[config.mk]
export PLATFORM = sky130hd
export DESIGN_NAME = mmu_result_collector
export DESIGN_NICKNAME = d
export VERILOG_FILES = /design/src/rtl/mmu_result_collector.sv
export SDC_FILE = /design/constraint.sdc
export NUM_CORES = 1
export LEC_CHECK = 0
export BUFFER_PORTS_ARGS = -buffer_cell sky130_fd_sc_hd__buf_4
export CAP_MARGIN = 20
export CORE_ASPECT_RATIO = 0.7
export CORE_UTILIZATION = 40
export DETAILED_ROUTE_END_ITERATION = 10
export HOLD_SLACK_MARGIN = 0.05
export PLACE_DENSITY = 0.57
export RECOVER_POWER = 25
export SKIP_CTS_REPAIR_TIMING = 1
export SLEW_MARGIN = 20
export SYNTH_ARGS = -nofsm -noshare
export SYNTH_HDL_FRONTEND = slang
export SYNTH_SLANG_ARGS = --single-unit
export TNS_END_PERCENT = 50
[constraint.sdc]
create_clock -name clk -period 28.9 [get_ports clk]
set_input_delay 5.78 -clock clk [delete_from_list [all_inputs] [get_ports clk]]
set_output_delay 5.78 -clock clk [all_outputs]
set_load 0.02 [all_outputs]
[src/rtl/mmu_result_collector.sv]
// Purpose : deskews and sign-extends the two MMU column partial sums, accumulates them per row
//           across K-tiles, and queues completed rows in a show-ahead output FIFO.
// Latency : COL_SKEW+1 cycles from col0_valid (with col0_last) to out_valid when the FIFO is empty.
// Backpres: the input stream cannot stall. A completed row that arrives while the FIFO is full
//           and not popping is dropped, and overflow is set. The bank is still updated.
//
// Ports   : clk/reset (async, active-high); col0_valid/col0_addr/col0_accum/col0_last/acc0_in carry the
//           column 0 tag and data; acc1_in carries column 1, COL_SKEW cycles later;
//           out_valid/out_ready/out_data0/out_data1/out_count expose the result FIFO;
//           overflow is sticky and is cleared by clr_overflow.
// Config  : define ACC_SAT_EN to make accumulating adds saturate instead of wrapping.
module mmu_result_collector #(
    parameter int ROWS       = 4,
    parameter int ACC_W      = 32,
    parameter int COL_SKEW   = 1,
    parameter int FIFO_DEPTH = 4
) (
    input  logic                          clk,
    input  logic                          reset,
    input  logic                          col0_valid,
    input  logic [$clog2(ROWS)-1:0]       col0_addr,
    input  logic                          col0_accum,
    input  logic                          col0_last,
    input  logic [15:0]                   acc0_in,
    input  logic [15:0]                   acc1_in,
    output logic                          out_valid,
    input  logic                          out_ready,
    output logic [ACC_W-1:0]              out_data0,
    output logic [ACC_W-1:0]              out_data1,
    output logic [$clog2(FIFO_DEPTH):0]   out_count,
    output logic                          overflow,
    input  logic                          clr_overflow
);

    localparam int AW = $clog2(ROWS);
    localparam int PW = (FIFO_DEPTH > 1) ? $clog2(FIFO_DEPTH) : 1;
    localparam int CW = $clog2(FIFO_DEPTH) + 1;

    typedef struct packed {
        logic          vld;
        logic [AW-1:0] addr;
        logic          accum;
        logic          last;
        logic [15:0]   a0;
    } tag_t;

    function automatic logic [ACC_W-1:0] sext(input logic [15:0] v);
        return ACC_W'($signed(v));
    endfunction

    function automatic logic [ACC_W-1:0] add_acc(input logic [ACC_W-1:0] a, input logic [ACC_W-1:0] b);
`ifdef ACC_SAT_EN
        logic [ACC_W:0] s;
        s = {a[ACC_W-1], a} + {b[ACC_W-1], b};
        // The sign bit and the guard bit disagree only when the add overflowed.
        if (s[ACC_W] != s[ACC_W-1])
            return s[ACC_W] ? {1'b1, {(ACC_W-1){1'b0}}} : {1'b0, {(ACC_W-1){1'b1}}};
        return s[ACC_W-1:0];
`else
        return a + b;
`endif
    endfunction

    function automatic logic [PW-1:0] ptr_inc(input logic [PW-1:0] p);
        return (p == PW'(FIFO_DEPTH - 1)) ? '0 : p + PW'(1);
    endfunction

    // ---------------- Stage A: align column 0 tag with column 1 ----------------
    tag_t tag_in, tag_b;
    assign tag_in = '{vld: col0_valid, addr: col0_addr, accum: col0_accum,
                      last: col0_last, a0: acc0_in};

    generate
        if (COL_SKEW == 0) begin : g_direct
            assign tag_b = tag_in;
        end else begin : g_skew
            tag_t skew_q [COL_SKEW];
            always_ff @(posedge clk or posedge reset) begin
                if (reset) begin
                    for (int i = 0; i < COL_SKEW; i++) skew_q[i] <= '0;
                end else begin
                    skew_q[0] <= tag_in;
                    for (int i = 1; i < COL_SKEW; i++) skew_q[i] <= skew_q[i-1];
                end
            end
            assign tag_b = skew_q[COL_SKEW-1];
        end
    endgenerate

    // ---------------- Stage B: read-modify-write of the accumulator bank ----------------
    logic [ACC_W-1:0] bank0_q [ROWS];
    logic [ACC_W-1:0] bank1_q [ROWS];
    logic [ACC_W-1:0] ext0, ext1, sum0, sum1;

    assign ext0 = sext(tag_b.a0);
    assign ext1 = sext(acc1_in);
    // Overwrite results never need saturation because a 16-bit value always fits.
    assign sum0 = tag_b.accum ? add_acc(bank0_q[tag_b.addr], ext0) : ext0;
    assign sum1 = tag_b.accum ? add_acc(bank1_q[tag_b.addr], ext1) : ext1;

    always_ff @(posedge clk or posedge reset) begin
        if (reset) begin
            for (int i = 0; i < ROWS; i++) begin
                bank0_q[i] <= '0;
                bank1_q[i] <= '0;
            end
        end else if (tag_b.vld) begin
            bank0_q[tag_b.addr] <= sum0;
            bank1_q[tag_b.addr] <= sum1;
        end
    end

    // ---------------- Output FIFO ----------------
    logic [ACC_W-1:0] mem0_q [FIFO_DEPTH];
    logic [ACC_W-1:0] mem1_q [FIFO_DEPTH];
    logic [PW-1:0]    rd_ptr_q, rd_ptr_d, wr_ptr_q, wr_ptr_d;
    logic [CW-1:0]    count_q, count_d;
    logic             ovf_q, ovf_d;
    logic             push_req, push, pop, full, drop;

    assign full     = (count_q == CW'(FIFO_DEPTH));
    assign pop      = (count_q != '0) && out_ready;
    assign push_req = tag_b.vld && tag_b.last;
    // When the FIFO is full, a same-cycle pop frees the slot that the push then reuses.
    assign push     = push_req && (!full || pop);
    assign drop     = push_req && full && !pop;

    always_comb begin
        rd_ptr_d = rd_ptr_q;
        wr_ptr_d = wr_ptr_q;
        count_d  = count_q;
        ovf_d    = ovf_q;
        if (pop)  rd_ptr_d = ptr_inc(rd_ptr_q);
        if (push) wr_ptr_d = ptr_inc(wr_ptr_q);
        if (push && !pop)      count_d = count_q + CW'(1);
        else if (pop && !push) count_d = count_q - CW'(1);
        // A new overflow takes priority over a same-cycle clear.
        if (drop)              ovf_d = 1'b1;
        else if (clr_overflow) ovf_d = 1'b0;
    end

    always_ff @(posedge clk or posedge reset) begin
        if (reset) begin
            rd_ptr_q <= '0;
            wr_ptr_q <= '0;
            count_q  <= '0;
            ovf_q    <= 1'b0;
        end else begin
            rd_ptr_q <= rd_ptr_d;
            wr_ptr_q <= wr_ptr_d;
            count_q  <= count_d;
            ovf_q    <= ovf_d;
        end
    end

    // Storage is not reset; stale contents are never visible because the output is gated by out_valid.
    always_ff @(posedge clk) begin
        if (push) begin
            mem0_q[wr_ptr_q] <= sum0;
            mem1_q[wr_ptr_q] <= sum1;
        end
    end

    assign out_valid = (count_q != '0);
    assign out_data0 = out_valid ? mem0_q[rd_ptr_q] : '0;
    assign out_data1 = out_valid ? mem1_q[rd_ptr_q] : '0;
    assign out_count = count_q;
    assign overflow  = ovf_q;

endmodule

==> flow_summary.ini <==
[synthesis]
synthesis.area_mm2 = 0.02485
syn_avg_cell_area_um2 = 12.80
synth_common_cells = 287 x nand2_1, 285 x dfrtp_1, 277 x o21ai_0
synth_top_area_cell = edfxtp_1
synth_nets = 2054
synth-seq-cells = 541
synth_top_area_share_pct = 30.93
yosysWarnings = 0
synth-main-ff-cell = dfrtp_1
async_flop_share_pct = 52.68
synth_cell_types = 66
synth_cells = 1942
synth-edff-count = 256
seq_area_frac_synth_pct = 59.63
ys_top_cells_by_area = edfxtp_1 31%, dfrtp_1 29%, mux4_2 12%
synthMostInstantiatedCell = nand2_1

[worst_setup_path]
crit_type = flip-flop to output pin
r2r-end = bank1_q[54]$_DFFE_PP0P_
reg2reg_from = g_skew.skew_q[18]$_DFF_PP0_
path_max_fanout = 45
rrSetupSlack_ns = 21.05
r2r_cells = 4
crit_required_ns = 23.12
start_kind = flip-flop
worstSetupEndpointType = output pin
crit_arrival_ns = 3.04

[floorplanning]
fp.dieH_um = 210.6
core_mm2 = 0.06143
die-area_mm2 = 0.06315
die_w_um = 299.9
rows = 76
start_util_pct = 40.46
io_pins = 110

[place]
dp.cells = 2781
io_buffers = 109
gp_congestion = 0.8655
place_hpwl_mm = 36.23

[power]
p_leak_nw = 11.56
pwr-share-seq_pct = 39.0
p_int_mw = 1.893
power.share.combinational_pct = 36.0
p_per_area_mw_per_mm2 = 101.7
p_clk_share_pct = 25.0
switching_share_pct = 34.22
power_mw = 2.877
vdd_drop_max_v = 0.00008637
power_switching_mw = 0.9845

[sta]
rsz0062_at_grt = false
slew_headroom_pct = -199.0
finalCritPeriodShare_pct = 30.51
hold_ws_ns = 0.4756
tightestPinTransition_ns = 4.461
period_needed_ns = 8.818
slew_viol_final = 423
fin_skew_ns = 0.02453
setup_viol = 0
hold_viol = 0
max_freq_mhz = 113.4
setup-tns-final_ns = 0

[grt]
grt_max_degree = 186
grt_pass1_vias = 15500
grt_antenna_before_repair = 3
grt_pass1_wl_mm = 91.21
grt_util_all_layers_pct = 18.58
grt.overflow.total = 0

[worst_hold_path]
min_to = bank0_q[12]$_DFFE_PP0P_
hold-path-cell-count = 2
hold_class = flip-flop to flip-flop
worst_hold_startpoint = bank0_q[12]$_DFFE_PP0P_

[cts]
cts_max_level = 2
path_clk_slew_ns = 0.06
clockRootBuffer = clkbuf_16
numClockSinks = 541
cts.path.max_buffers = 3
cts_tree = yes
cts_inserted_buffers = 53
clkLatencyLatePin_ns = 0.60

[routing]
first_pass_iters = 5
via_count = 15520
antenna_left = 0
drt_iter0_markers = 1070
remaining_drc_errors = 0
wirelength_mm = 57.35
vias_per_cell = 5.383
wl_per_cell_um = 19.90

[status]
outcome = complete, but fails checks
violations = capacitance limit, slew limit

[finish]
fillers = 5536
drive_above_1_share_pct = 17.45
multiInputGateArea_mm2 = 0.009316
seqCellArea_mm2 = 0.01483
fin_nets = 2130
n_antenna_cell = 0
syn_to_final_growth_pct = 13.83
final_cells = 2882

[flow_run]
maxCapViolations = 7
per-stage QoR:
step	worst slack, ns	area [um2]	util (%)
after floorplan	15.26	24850	-
after global placement	19.78	26490	43.12
after detailed placement	19.69	26490	43.12
after CTS	19.69	28320	46.10
after global routing	19.39	28290	46.06
final	20.08	28290	46.06
power by group through the flow:
stage	registers, mW	clock network (mW)	logic (mW)
after floorplan	1.09	0	0.748
after global placement	1.13	0	1.02
after detailed placement	1.14	0	1.05
after CTS	1.12	0.740	1.05
after global routing	1.14	0.768	1.15
final	1.12	0.720	1.04
state kept, by name (all words and copies together), names as in the netlist:
| signal | count |
|---|---|
| bank0_q | 128 |
| bank1_q | 128 |
| ext0 | 16 |
| g_skew.skew_q | 5 |
| mem0_q | 128 |
| mem1_q | 128 |
| out_count | 3 |
| overflow | 1 |
| rd_ptr_q | 2 |
| wr_ptr_q | 2 |
layer usage:
| metal | routed length (um) | global-route usage [%] |
|---|---|---|
| met1 | 28700 | 29.06 |
| met2 | 24240 | 26.61 |
| met3 | 3625 | 3.752 |
| met4 | 767 | 3.765 |
| met5 | 17 | 0 |
cell usage in the layout (no fill, tap or decap), drive strengths merged, types with 21 or more instances in the layout:
cell,count
a21o,29
a21oi,76
a31oi,23
and2,72
buf,103
clkbuf,106
dfrtp,285
edfxtp,256
ha,68
inv,83
mux2i,28
mux4,128
nand2,287
nor2,34
o21ai,285
xnor2,30
xor2,21
how the worst max path moves through the flow:
stage	from	end	slack, ns
after global placement	acc1_in[0]	mem1_q[0][22]$_DFFE_PP_	19.78
after detailed placement	acc1_in[0]	mem1_q[2][22]$_DFFE_PP_	19.69
final	rd_ptr_q[0]$_DFFE_PP0N_	out_data0[4]	20.08
after floorplan	reset	bank0_q[0]$_DFFE_PP0P_	15.26
after CTS	rd_ptr_q[0]$_DFFE_PP0N_	out_data0[4]	19.69
after global routing	reset	rd_ptr_q[0]$_DFFE_PP0N_	19.39
area by class of cell:
type | count | area share (%)
multi-input combinational | 1212 | 32.93
sequential | 541 | 52.42
inverter | 82 | 1.092
clock buffer | 81 | 5.824
timing repair buffer | 128 | 3.472
clock inverter | 19 | 0.6368
tap | 819 | 3.622
worst max-delay path, cell delays in order, from the launching register on:
cell and delay (ns):
dfrtp_4 0.74, buf_6 0.65, mux4_2 0.64, and2_1 0.18
buf_4 0.15
cell families after synthesis:
group | count (synthesis) | share of synthesized area [%]
xor gates and xnor gates | 51 | 1.797
and+or+nand+nor | 463 | 8.468
DFF | 541 | 59.63
muxes | 162 | 13.00
buffers and inverters | 189 | 2.875
AOI/OAI and AO/OA | 465 | 10.57
adders and majority gates | 71 | 3.665
Power figures use the tool's default switching activity.
